<file path="config.mk">
export PLATFORM = sky130hd
export DESIGN_NAME = branch_predict_unit_flat
export DESIGN_NICKNAME = d
export VERILOG_FILES = /design/src/rtl/branch_predict_unit_pkg.sv /design/src/rtl/branch_predict_unit_if.sv /design/src/rtl/branch_predict_unit_btb_table.sv /design/src/rtl/branch_predict_unit.sv /design/src/flat_wrapper.sv
export SDC_FILE = /design/constraint.sdc
export NUM_CORES = 2
export LEC_CHECK = 0
export BUFFER_PORTS_ARGS = -buffer_cell sky130_fd_sc_hd__buf_2
export CAP_MARGIN = 20
export CORE_UTILIZATION = 53
export CTS_CLUSTER_DIAMETER = 100
export DETAILED_ROUTE_END_ITERATION = 10
export PLACE_DENSITY = 0.71
export SYNTH_ARGS = -nofsm -noshare
export SYNTH_HDL_FRONTEND = slang
export SYNTH_SLANG_ARGS = --single-unit
</file>
<file path="constraint.sdc">
create_clock -name clk -period 37.7 [get_ports clk]
set_input_delay 5.655 -clock clk [delete_from_list [all_inputs] [get_ports clk]]
set_output_delay 5.655 -clock clk [all_outputs]
set_load 0.01 [all_outputs]
</file>
<file path="src/rtl/branch_predict_unit_pkg.sv">
// Shared types and helpers for the branch prediction unit.
//   bht_ctr_t   : 2-bit saturating direction counter
//   btb_entry_t : one BTB/BHT entry. The tag and target fields are sized for
//                 the widest PC. Narrower configurations zero-fill the upper
//                 bits, and synthesis trims them as constants.
//   sat_inc/sat_dec : saturating counter steps
//   idx_of/tag_of   : PC field extraction for a table of 2**idx_w entries
package branch_pkg;

  typedef enum logic [1:0] {
    SNT = 2'b00,
    WNT = 2'b01,
    WT  = 2'b10,
    ST  = 2'b11
  } bht_ctr_t;

  localparam int unsigned FIELD_W = 32;

  typedef struct packed {
    logic               valid;
    logic [FIELD_W-1:0] tag;
    logic [FIELD_W-1:0] target;
    logic               jmp;
    bht_ctr_t           ctr;
  } btb_entry_t;

  function automatic bht_ctr_t sat_inc(input bht_ctr_t c);
    bht_ctr_t r;
    case (c)
      SNT:     r = WNT;
      WNT:     r = WT;
      default: r = ST;
    endcase
    return r;
  endfunction

  function automatic bht_ctr_t sat_dec(input bht_ctr_t c);
    bht_ctr_t r;
    case (c)
      ST:      r = WT;
      WT:      r = WNT;
      default: r = SNT;
    endcase
    return r;
  endfunction

  // Word-aligned PCs: bits [1:0] take no part in indexing.
  function automatic logic [31:0] idx_of(input logic [31:0] pc, input int unsigned idx_w);
    return (pc >> 2) & ((32'd1 << idx_w) - 32'd1);
  endfunction

  function automatic logic [31:0] tag_of(input logic [31:0] pc, input int unsigned idx_w);
    return pc >> (idx_w + 32'd2);
  endfunction

endpackage

</file>
<file path="src/rtl/branch_predict_unit_if.sv">
// Bus between the pipeline and branch_predict_unit.
//   Lookup side : IF_PC -> Pred_Taken, Pred_Target
//   Resolve side: EX_Valid, EX_PC, Imm, Branch, Jump, AluResult,
//                 EX_Pred_Taken, EX_Pred_Target
//              -> PC_Imm, PC_Four, PcSel, Mispredict, Redirect_PC
//   Statistics  : Br_Count, Miss_Count
// The master modport belongs to the pipeline and the slave modport to the unit.
interface branch_predict_unit_if #(
  parameter int unsigned PC_W  = 9,
  parameter int unsigned CNT_W = 16
);
  logic [PC_W-1:0]  IF_PC;
  logic             Pred_Taken;
  logic [PC_W-1:0]  Pred_Target;
  logic             EX_Valid;
  logic [PC_W-1:0]  EX_PC;
  logic [31:0]      Imm;
  logic             Branch;
  logic             Jump;
  logic [31:0]      AluResult;
  logic             EX_Pred_Taken;
  logic [PC_W-1:0]  EX_Pred_Target;
  logic [31:0]      PC_Imm;
  logic [31:0]      PC_Four;
  logic             PcSel;
  logic             Mispredict;
  logic [31:0]      Redirect_PC;
  logic [CNT_W-1:0] Br_Count;
  logic [CNT_W-1:0] Miss_Count;

  modport master (
    output IF_PC, EX_Valid, EX_PC, Imm, Branch, Jump, AluResult,
           EX_Pred_Taken, EX_Pred_Target,
    input  Pred_Taken, Pred_Target, PC_Imm, PC_Four, PcSel, Mispredict,
           Redirect_PC, Br_Count, Miss_Count
  );

  modport slave (
    input  IF_PC, EX_Valid, EX_PC, Imm, Branch, Jump, AluResult,
           EX_Pred_Taken, EX_Pred_Target,
    output Pred_Taken, Pred_Target, PC_Imm, PC_Four, PcSel, Mispredict,
           Redirect_PC, Br_Count, Miss_Count
  );
endinterface

</file>
<file path="src/rtl/branch_predict_unit_btb_table.sv">
// Direct-mapped BTB/BHT storage.
//   rd_idx -> rd_entry : combinational lookup read (fetch side)
//   ex_idx -> ex_entry : combinational read of the entry being trained (EX side)
//   wr_en/wr_idx/wr_entry : synchronous whole-entry write
//   inv_en             : synchronous clear of valid at wr_idx
// An asynchronous reset clears every valid bit and sets every counter to weakly
// not-taken. Reads return the contents from before the write (no bypass).
module btb_table
  import branch_pkg::*;
#(
  parameter int unsigned ENTRIES = 16,
  parameter int unsigned IDX_W   = 4
) (
  input  logic             clk,
  input  logic             rst,
  input  logic [IDX_W-1:0] rd_idx,
  output btb_entry_t       rd_entry,
  input  logic [IDX_W-1:0] ex_idx,
  output btb_entry_t       ex_entry,
  input  logic             wr_en,
  input  logic             inv_en,
  input  logic [IDX_W-1:0] wr_idx,
  input  btb_entry_t       wr_entry
);

  btb_entry_t mem [ENTRIES];

  always_comb begin
    rd_entry = mem[rd_idx];
    ex_entry = mem[ex_idx];
  end

  always_ff @(posedge clk or posedge rst) begin
    if (rst) begin
      for (int unsigned i = 0; i < ENTRIES; i++) begin
        mem[IDX_W'(i)] <= '{valid: 1'b0, tag: '0, target: '0, jmp: 1'b0, ctr: WNT};
      end
    end else if (wr_en) begin
      mem[wr_idx] <= wr_entry;
    end else if (inv_en) begin
      mem[wr_idx].valid <= 1'b0;
    end
  end

endmodule

</file>
<file path="src/rtl/branch_predict_unit.sv">
// Branch prediction and resolution unit.
//   clk, reset : rising-edge clock and asynchronous active-high reset
//   bus        : pipeline bus (slave side). It carries the fetch lookup
//                (IF_PC -> Pred_Taken/Pred_Target), the EX resolve inputs and
//                outputs (PC_Imm, PC_Four, PcSel, Mispredict, Redirect_PC),
//                and the saturating counters Br_Count and Miss_Count.
// The lookup is combinational. Training takes place on the rising edge
// whenever EX holds a live instruction.
module branch_predict_unit
  import branch_pkg::*;
#(
  parameter int unsigned PC_W    = 9,
  parameter int unsigned ENTRIES = 16,
  parameter int unsigned CNT_W   = 16
) (
  input logic                  clk,
  input logic                  reset,
  branch_predict_unit_if.slave bus
);

  localparam int unsigned IDX_W = $clog2(ENTRIES);
  localparam int unsigned TAG_W = PC_W - 2 - IDX_W;

  logic [IDX_W-1:0] if_idx, ex_idx;
  logic [TAG_W-1:0] if_tag, ex_tag;
  btb_entry_t       rd_entry, ex_entry, wr_entry;
  logic             wr_en, inv_en;
  logic             if_hit, pred_taken, ex_hit;
  logic             taken, ctl, mispredict;
  logic [31:0]      pc_imm, pc_four;
  logic [CNT_W-1:0] br_count, miss_count;
  logic             unused_bits;

  // The second read port lets EX see whether its own PC hits while fetch looks up a different PC.
  btb_table #(
    .ENTRIES (ENTRIES),
    .IDX_W   (IDX_W)
  ) u_table (
    .clk      (clk),
    .rst      (reset),
    .rd_idx   (if_idx),
    .rd_entry (rd_entry),
    .ex_idx   (ex_idx),
    .ex_entry (ex_entry),
    .wr_en    (wr_en),
    .inv_en   (inv_en),
    .wr_idx   (ex_idx),
    .wr_entry (wr_entry)
  );

  // Fetch-side lookup
  always_comb begin
    if_idx          = IDX_W'(idx_of(32'(bus.IF_PC), IDX_W));
    if_tag          = TAG_W'(tag_of(32'(bus.IF_PC), IDX_W));
    if_hit          = rd_entry.valid && (rd_entry.tag == 32'(if_tag));
    pred_taken      = if_hit && (rd_entry.jmp || rd_entry.ctr[1]);
    bus.Pred_Taken  = pred_taken;
    bus.Pred_Target = pred_taken ? rd_entry.target[PC_W-1:0] : bus.IF_PC + PC_W'(4);
  end

  // EX-side resolution
  always_comb begin
    pc_imm          = 32'(bus.EX_PC) + bus.Imm;
    pc_four         = 32'(bus.EX_PC) + 32'd4;
    taken           = (bus.Branch && bus.AluResult[0]) || bus.Jump;
    ctl             = bus.Branch || bus.Jump;
    mispredict      = bus.EX_Valid &&
                      ((bus.EX_Pred_Taken != taken) ||
                       (taken && (bus.EX_Pred_Target != pc_imm[PC_W-1:0])));
    bus.PC_Imm      = pc_imm;
    bus.PC_Four     = pc_four;
    bus.PcSel       = taken;
    bus.Mispredict  = mispredict;
    bus.Redirect_PC = taken ? pc_imm : pc_four;
  end

  // Training request for the EX instruction
  always_comb begin
    ex_idx   = IDX_W'(idx_of(32'(bus.EX_PC), IDX_W));
    ex_tag   = TAG_W'(tag_of(32'(bus.EX_PC), IDX_W));
    ex_hit   = ex_entry.valid && (ex_entry.tag == 32'(ex_tag));
    wr_en    = 1'b0;
    inv_en   = 1'b0;
    wr_entry = ex_entry;
    if (bus.EX_Valid) begin
      if (ctl) begin
        if (ex_hit && taken) begin
          wr_en           = 1'b1;
          wr_entry.ctr    = sat_inc(ex_entry.ctr);
          wr_entry.target = 32'(pc_imm[PC_W-1:0]);
          wr_entry.jmp    = bus.Jump;
        end else if (ex_hit) begin
          wr_en        = 1'b1;
          wr_entry.ctr = sat_dec(ex_entry.ctr);
        end else if (taken) begin
          wr_en    = 1'b1;
          wr_entry = '{valid: 1'b1, tag: 32'(ex_tag), target: 32'(pc_imm[PC_W-1:0]),
                       jmp: bus.Jump, ctr: WT};
        end
      end else if (bus.EX_Pred_Taken) begin
        // A predicted-taken non-control instruction means the entry is stale
        inv_en = 1'b1;
      end
    end
  end

  always_ff @(posedge clk or posedge reset) begin
    if (reset) begin
      br_count   <= '0;
      miss_count <= '0;
    end else begin
      if (bus.EX_Valid && ctl && !(&br_count)) begin
        br_count <= br_count + CNT_W'(1);
      end
      if (mispredict && !(&miss_count)) begin
        miss_count <= miss_count + CNT_W'(1);
      end
    end
  end

  always_comb begin
    bus.Br_Count   = br_count;
    bus.Miss_Count = miss_count;
    unused_bits    = ^{rd_entry.target[31:PC_W], rd_entry.ctr[0], bus.AluResult[31:1]};
  end

endmodule
</file>
<file path="src/flat_wrapper.sv">
// flat-port wrapper written by rule: the top's interface ports become plain ports
module branch_predict_unit_flat import branch_pkg::*;
#(
  parameter int unsigned PC_W    = 9,
  parameter int unsigned ENTRIES = 16,
  parameter int unsigned CNT_W   = 16
)
  (clk, reset, bus_IF_PC, bus_EX_Valid, bus_EX_PC, bus_Imm, bus_Branch, bus_Jump, bus_AluResult, bus_EX_Pred_Taken, bus_EX_Pred_Target, bus_Pred_Taken, bus_Pred_Target, bus_PC_Imm, bus_PC_Four, bus_PcSel, bus_Mispredict, bus_Redirect_PC, bus_Br_Count, bus_Miss_Count);
  branch_predict_unit_if #(.PC_W(PC_W), .CNT_W(CNT_W)) bus_i ();
  input logic clk;
  input logic reset;
  input wire logic [$bits(bus_i.IF_PC)-1:0] bus_IF_PC;
  input wire logic [$bits(bus_i.EX_Valid)-1:0] bus_EX_Valid;
  input wire logic [$bits(bus_i.EX_PC)-1:0] bus_EX_PC;
  input wire logic [$bits(bus_i.Imm)-1:0] bus_Imm;
  input wire logic [$bits(bus_i.Branch)-1:0] bus_Branch;
  input wire logic [$bits(bus_i.Jump)-1:0] bus_Jump;
  input wire logic [$bits(bus_i.AluResult)-1:0] bus_AluResult;
  input wire logic [$bits(bus_i.EX_Pred_Taken)-1:0] bus_EX_Pred_Taken;
  input wire logic [$bits(bus_i.EX_Pred_Target)-1:0] bus_EX_Pred_Target;
  output wire logic [$bits(bus_i.Pred_Taken)-1:0] bus_Pred_Taken;
  output wire logic [$bits(bus_i.Pred_Target)-1:0] bus_Pred_Target;
  output wire logic [$bits(bus_i.PC_Imm)-1:0] bus_PC_Imm;
  output wire logic [$bits(bus_i.PC_Four)-1:0] bus_PC_Four;
  output wire logic [$bits(bus_i.PcSel)-1:0] bus_PcSel;
  output wire logic [$bits(bus_i.Mispredict)-1:0] bus_Mispredict;
  output wire logic [$bits(bus_i.Redirect_PC)-1:0] bus_Redirect_PC;
  output wire logic [$bits(bus_i.Br_Count)-1:0] bus_Br_Count;
  output wire logic [$bits(bus_i.Miss_Count)-1:0] bus_Miss_Count;
  assign bus_i.IF_PC = bus_IF_PC;
  assign bus_i.EX_Valid = bus_EX_Valid;
  assign bus_i.EX_PC = bus_EX_PC;
  assign bus_i.Imm = bus_Imm;
  assign bus_i.Branch = bus_Branch;
  assign bus_i.Jump = bus_Jump;
  assign bus_i.AluResult = bus_AluResult;
  assign bus_i.EX_Pred_Taken = bus_EX_Pred_Taken;
  assign bus_i.EX_Pred_Target = bus_EX_Pred_Target;
  assign bus_Pred_Taken = bus_i.Pred_Taken;
  assign bus_Pred_Target = bus_i.Pred_Target;
  assign bus_PC_Imm = bus_i.PC_Imm;
  assign bus_PC_Four = bus_i.PC_Four;
  assign bus_PcSel = bus_i.PcSel;
  assign bus_Mispredict = bus_i.Mispredict;
  assign bus_Redirect_PC = bus_i.Redirect_PC;
  assign bus_Br_Count = bus_i.Br_Count;
  assign bus_Miss_Count = bus_i.Miss_Count;
  branch_predict_unit #(.PC_W(PC_W), .ENTRIES(ENTRIES), .CNT_W(CNT_W)) u_core (.clk(clk), .reset(reset), .bus(bus_i));
endmodule
</file>
* Word-level counts from Yosys, hierarchy flattened
Index checks and enable logic that the tools add are counted.
** Operators by class
- $add $sub $neg :: 5
- Multiply operators :: 0
- Div/mod/pow operators :: 0
- $lt $le $gt $ge :: 3
- Equal/unequal tests :: 7
- Shift-type cells :: 0
- Muxes and demuxes :: 33
- Bitwise logic cells :: 2
- Reductions and logical operators :: 21
** Operator list (number)
- bitwise mux 1088 bit :: 2
- 2-to-1 mux 1088 bit :: 2
- 2-to-1 mux 68 bit :: 9
- binary-select mux 68 bit (select 4 bit) :: 2
- demux 68 bit (select 4 bit) :: 2
- 2-to-1 mux 66 bit :: 1
- == test 32 x 3 -> 1 bit :: 2
- 2-to-1 mux 35 bit :: 1
- 2-to-1 mux 33 bit :: 1
- adder 16 x 1 -> 16 bit, second input constant :: 2
- adder 9 x 32 -> 32 bit :: 1
- 2-to-1 mux 32 bit :: 1
- AND reduction 16 bit :: 2
- logical AND 1 bit :: 11
- adder 9 x 3 -> 10 bit, second input constant :: 1
- >= comparator 5 bit, second input constant :: 2
- NOT 4 -> 5 bit :: 2
- adder 9 x 3 -> 9 bit, second input constant :: 1
- 2-to-1 mux 9 bit :: 1
- != test 9 bit :: 1
- 2-to-1 mux 1 bit :: 8
- one-hot mux 2 bit (2 select lines) :: 2
- less-than comparator 5 x 1 -> 1 bit, second input constant :: 1
- == test 2 bit, second input constant :: 2
- 7 further kinds :: 11
** Word-level totals
- Register bits after elaboration :: 1120
- Bits in latches :: 0
- Memory bits (writable) :: 0
- Bits in read-only memories :: 0
- Input bits :: 97
- Output and inout port bits :: 140
- Word-level logic and storage cells :: 153
- Memories :: 0

* Longest topological paths before layout
- Depth in word-level cells :: 12
- Gate-level depth with buffers :: 16
- Depth with buffers taken out :: 11

* Modules after synthesis
A second synthesis with hierarchy kept.
** Second synthesis, totals
- Cells, all modules :: 4097
- Area total of the unflattened synthesis :: 60446.7 um2
** Modules (own cells, without submodules)
- btb_table :: instances 1, cells each 3554, area each 56233.9 um2, sequential area each 27246.1 um2
- branch_predict_unit :: instances 1, cells each 543, area each 4212.8 um2, sequential area each 800.8 um2

* Worst setup path after synthesis
No wires, ideal clock.
- Path kind :: in2out
- Start :: input bus_IF_PC[2]
- End :: output bus_Pred_Target[0]
- Arrival :: 8611 ps
- Data required time :: 32045 ps
- Path slack :: 23434 ps
- Cell stages on the path :: 8
- Buffers on the path :: 2
- Cells stage by stage :: buf_1 > mux4_2 > mux4_2 > xor2_1 > nor4_1 > o211a_1 > clkbuf_1 > mux2_2
** On the way
- Longest elaborated chain between the ends :: 8
- Elaborated cells on any way between the ends :: 9
- Classes of those cells :: eq/ne (1); mux (4); bitwise (1); reduce/logical (3)
** RTL lines
- start: declaration :: RTL line flat_wrapper.sv:12 : input wire logic [$bits(bus_i.IF_PC)-1:0] bus_IF_PC;
- NOT 4 -> 5 bit (implied by the code) (*) :: RTL line branch_predict_unit_btb_table.sv:29 : rd_entry = mem[rd_idx];
- binary-select mux 68 bit (select 4 bit) (*) :: RTL line branch_predict_unit_btb_table.sv:29
- 2-to-1 mux 68 bit (implied by the code) (*) (2 in series) :: RTL line branch_predict_unit_btb_table.sv:29
- == test 32 x 3 -> 1 bit :: RTL line branch_predict_unit.sv:55 : if_hit = rd_entry.valid && (rd_entry.tag == 32'(if_tag));
- logical AND 1 bit :: RTL line branch_predict_unit.sv:55
- logical AND 1 bit (*) :: RTL line branch_predict_unit.sv:56 : pred_taken = if_hit && (rd_entry.jmp || rd_entry.ctr[1]);
- via bus_Pred_Taken :: RTL line flat_wrapper.sv:21 : output wire logic [$bits(bus_i.Pred_Taken)-1:0] bus_Pred_Taken;
- 2-to-1 mux 9 bit (*) :: RTL line branch_predict_unit.sv:58 : bus.Pred_Target = pred_taken ? rd_entry.target[PC_W-1:0] : bus.IF_PC + PC_W'(4);
- end: declaration :: RTL line flat_wrapper.sv:22 : output wire logic [$bits(bus_i.Pred_Target)-1:0] bus_Pred_Target;
Mark *: on every way through the listed nets, which the timed path passes. The rest lies on a longest branch. The select of a mux whose other input is x is not followed.

* Worst setup path in the final report
- Start :: input bus_IF_PC[2]
- End :: output bus_Pred_Target[3]
** On the way
- Longest elaborated chain between the ends :: 8
- Elaborated cells on any way between the ends :: 10
- Classes of those cells :: add/sub (1); eq/ne (1); mux (4); bitwise (1); reduce/logical (3)
** RTL lines (RTL line)
- NOT 4 -> 5 bit (implied by the code) :: branch_predict_unit_btb_table.sv:29
- binary-select mux 68 bit (select 4 bit) :: branch_predict_unit_btb_table.sv:29
- 2-to-1 mux 68 bit (implied by the code) (2 in series) :: branch_predict_unit_btb_table.sv:29
- == test 32 x 3 -> 1 bit :: branch_predict_unit.sv:55
- logical AND 1 bit :: branch_predict_unit.sv:55
- logical AND 1 bit :: branch_predict_unit.sv:56
- 2-to-1 mux 9 bit (*) :: branch_predict_unit.sv:58
Mark *: on every way between the ends. The rest lies on a longest branch, timed or not. The select of a mux whose other input is x is not followed.

==> results.txt <==
- The run finished with clean final reports.
* Vias in the first global route: 24.3k
- In the synthesized netlist, the number of instances is 2802.
- In this run the vertical extent of the chip is roughly 260 um.
- Avg Inst Size Synth: 12.5 um2
* Count of flip-flops with a built-in enable after synthesis: 0
* Seq cells post-synth: 752
- Relative to the synthesized area, the layout overhead comes to 12.4%.
- After synthesis the cells add up to 35100 um2.
- Count of standard-cell rows: 93
* DR vias: 23.7k
- Number of vias per cell after detailed routing: about 6.1
- The top cell types in the final layout, fill and taps aside, are sky130_fd_sc_hd__dfrtp_1, sky130_fd_sc_hd__nor2b_1, sky130_fd_sc_hd__mux2_2.
* Final Hold Viols: 0
- During synthesis, Yosys emitted a total of 0 warnings.
* Inserted Clock Buffers: 79
- Max-Slew Margin vs Limit: 10.5%
- Largest net degree at the start of global routing: between 150 and 200
- Number of standard cells in the layout, taps in and fillers out: approximately 3.9k
- Part of the Yosys area used for sequential elements: 53.7%
- Critical path buffers and inverters: 4
- Leaving out fill and tap cells, the most frequent cell in the layout is sky130_fd_sc_hd__dfrtp_1.
- PD cells: 51.0 nW/um2
- Netlist cell types: 83
* Total of endpoints with negative setup slack in the final report: 0
- Before antenna repair, the detailed router went through 6 iterations.
- Power comes to 2.01 mW.
- STA classifies the critical path endpoint as an output port.
- CORE AREA: 64900 um2
- In the final design database the tool counted 3063 nets.
- Summed over all failing endpoints, the final setup total negative slack is 0 ns.
- Die footprint: 67300 um2
- For the worst setup path, the data arrival time is 9.67 ns.
* Clock sink count: 752
- Worst setup path endpoint: bus_Pred_Target[3]
- Wire per inst: 24.7 um
- Overall routed net length: 95.7 mm
- Filler Cell Count: a little over 5k
- TritonCTS clock tree: done
* Number of cells on the worst reg-to-reg path: 10
- The number of antenna violations at the first check in global routing was 2.
* Final HPWL from detailed placement: 63.1 mm
- Across the routed clock network, the largest skew measured is 0.0312 ns.
- Overflow after GRT: 0
* Largest incremental delay on the critical path: 0.62 ns
- Area of the multi-input gates: 15400 um2
- Cells along the critical path: buf_4, buf_4, or4b_2, nor3_1, a31oi_1, nor3_1, a21oi_1, o32ai_1, buf_2, o211a_1, mux2_2, buf_2
- Placer Congestion: 0.959
* Wire length of the first global-routing pass: 148 mm
- Core occupancy in the finished layout: approximately three fifths
- Once placement completed, the tool counted placed cells totaling 3716.
- Type of the tightest min-delay check: register to register
- Buffers inserted to repair hold after CTS numbered 0.
* Number of slew-limit violations in the final report: 0
- Total of max-cap violations: 0
* Starting utilization of the core area: 54.1%
* I/O pin total: approximately 240
- In this run the worst path has a maximum fanout of 36.
* Worst Setup Start Kind: primary input
- Top delay family on crit path: buffers and inverters
* Worst hold path cell count: 1
- On the final layout, the worst hold slack is 0.476 ns.
- In this run the number of H-tree levels came out at 3.
- Post-route clock period utilization: 40.7%
- Derived from the worst setup path, the maximum achievable clock frequency is 0.0652 GHz.
- For this run, the leading register cell type out of synthesis is sky130_fd_sc_hd__dfrtp_1.
- Remaining antenna violation count after routing: 0
- Unrepaired setup endpoints after global routing: false
- Period minus WS final: roughly 15 ns
- Number of buffers between clock root and the deepest sink: 3
- Critical path required time: 32.04 ns
* Measured slew at the worst slew-check pin: 1.31 ns
* Asr flop ratio synth: 100%
* Total routing resource utilization after global routing: approximately 29%
- Cell at the root of the clock tree: sky130_fd_sc_hd__clkbuf_16
* Setup slack, reg-to-reg: 32.84 ns
- The critical path runs through a total of 12 cells.
- For the worst-skew pair, the clock arrives at the later sink with an insertion delay of 0.64 ns.
* DRC marker count from the first detailed-route iteration: 2169
* Peak supply drop: 0.0438 mV
- Horiz. Die Dim: 259 um
- Reg2reg start: u_core.u_table.mem[125]
* Startpoint-to-endpoint class of the critical path: primary input to output port
- After detailed routing, the number of remaining DRC violations is 0.
- Capturing point of the worst reg2reg path: u_core.u_table.mem[480]
- The count of buffers added on input and output ports is between 150 and 200.
* Startpoint of the worst setup timing path: bus_IF_PC[2]
- Cell leakage power: 19.1 nW
- Clock-pin slew was measured on the worst setup and hold paths at ~0.060 ns.
- Registers take between 15000 and 20000 um2.
- Master of the slowest instance on the critical path: sky130_fd_sc_hd__or4b_2
- Of the cells placed in the final design, the portion with a size suffix greater than 1 is between 20% and 30%.
- After clock tree synthesis, the repair step resized 0 gates.
* Postcts setup bufs: 0
==> kinds of logic after synthesis <==
group | synth area share (%)
flops | 53.7
compound gates | 4.54
fa+ha+maj | 0.656
buf+inv | 2.76
simple gates | 17.7
mux | 18.4
xor+xnor | 2.20
other cells | 0.0107
==> sequential cells by signal (all words and copies together) (netlist names) <==
name / count
u_core.bus.Br_Count: 16
u_core.u_table.mem: 720
u_core.bus.Miss_Count: 16
==> worst reg2reg max path: cells and delay by family (launching register included) <==
kind / cells / cell delay (ns)
DFF: 1 / 0.39
muxes: 2 / 0.95
AOI/OAI and AO/OA: 3 / 0.94
buffers and inverters: 1 / 0.50
and+or+nand+nor: 4 / 1.96
==> worst min path at each step <==
| stage | to | startpoint |
|---|---|---|
| floorplan | u_core.u_table.mem[882] | u_core.u_table.mem[882] |
| global placement | u_core.u_table.mem[1018] | u_core.u_table.mem[1018] |
| detailed placement | u_core.u_table.mem[882] | u_core.u_table.mem[882] |
| CTS | u_core.u_table.mem[882] | u_core.u_table.mem[882] |
| global route | u_core.u_table.mem[877] | u_core.u_table.mem[877] |
| finish | u_core.u_table.mem[1018] | u_core.u_table.mem[1018] |
==> synth_stat cells (15+ instances only) <==
| cell | number | share of area [%] |
|---|---|---|
| sky130_fd_sc_hd__ha_1 | 16 | 0.57 |
| sky130_fd_sc_hd__mux2i_1 | 23 | 0.66 |
| sky130_fd_sc_hd__and3_1 | 27 | 0.48 |
| sky130_fd_sc_hd__dfrtp_1 | 736 | 52 |
| sky130_fd_sc_hd__buf_1 | 22 | 0.24 |
| sky130_fd_sc_hd__o21ai_0 | 56 | 0.80 |
| sky130_fd_sc_hd__a31oi_1 | 22 | 0.39 |
| sky130_fd_sc_hd__nor2b_1 | 358 | 6.4 |
| sky130_fd_sc_hd__or4_1 | 21 | 0.45 |
| sky130_fd_sc_hd__nand4_1 | 22 | 0.39 |
| sky130_fd_sc_hd__clkbuf_1 | 92 | 0.98 |
| sky130_fd_sc_hd__nand2_1 | 116 | 1.2 |
| sky130_fd_sc_hd__mux4_2 | 145 | 9.3 |
| sky130_fd_sc_hd__nand2b_1 | 15 | 0.27 |
| sky130_fd_sc_hd__dfstp_2 | 16 | 1.2 |
| sky130_fd_sc_hd__nor2_1 | 109 | 1.2 |
| sky130_fd_sc_hd__and2_1 | 145 | 2.6 |
| sky130_fd_sc_hd__buf_2 | 30 | 0.43 |
| sky130_fd_sc_hd__nand3_1 | 39 | 0.56 |
| sky130_fd_sc_hd__mux2_2 | 251 | 8.1 |
| sky130_fd_sc_hd__a21oi_1 | 40 | 0.57 |
| sky130_fd_sc_hd__xnor2_1 | 52 | 1.3 |
| sky130_fd_sc_hd__xor2_1 | 31 | 0.77 |
| sky130_fd_sc_hd__a211oi_1 | 28 | 0.60 |
| sky130_fd_sc_hd__buf_4 | 38 | 0.81 |
| sky130_fd_sc_hd__nor3_1 | 79 | 1.1 |
| sky130_fd_sc_hd__nor4_1 | 82 | 1.5 |
==> where the power goes <==
group          internal, mW  total (mW)  switching (mW)
clock network         0.470       0.798           0.328
logic                 0.143       0.291           0.148
registers             0.871       0.923          0.0522
total                  1.48        2.01           0.528
==> metal layers <==
| metal | part of all wire (%) | vias up | track usage, % |
|---|---|---|---|
| li1 | - | 10302 | - |
| met1 | 44 | 12355 | 42.2 |
| met2 | 47 | 874 | 44.4 |
| met3 | 6.5 | 195 | 5.28 |
| met4 | 3.0 | 0 | 9.08 |
| met5 | 0 | - | 0 |
==> final cells by class <==
class	instances	area share, %
Antenna cell	2	0.0127
Sequential cell	752	47.8
Multi-Input combinational cell	1867	39.0
Tap cell	855	2.71
Timing Repair Buffer	234	3.55
Clock inverter	30	0.945
Clock buffer	116	5.85
Inverter	15	0.162
==> metrics by stage <==
step	area [um2]	setup WS (ns)
4_1_cts	39300	22.02
3_3_place_gp	36600	22.04
3_5_place_dp	36600	22.02
2_1_floorplan	35200	10.97
6_report	39400	22.37
5_1_grt	39400	22.19
(Power assumes the default switching activity.)
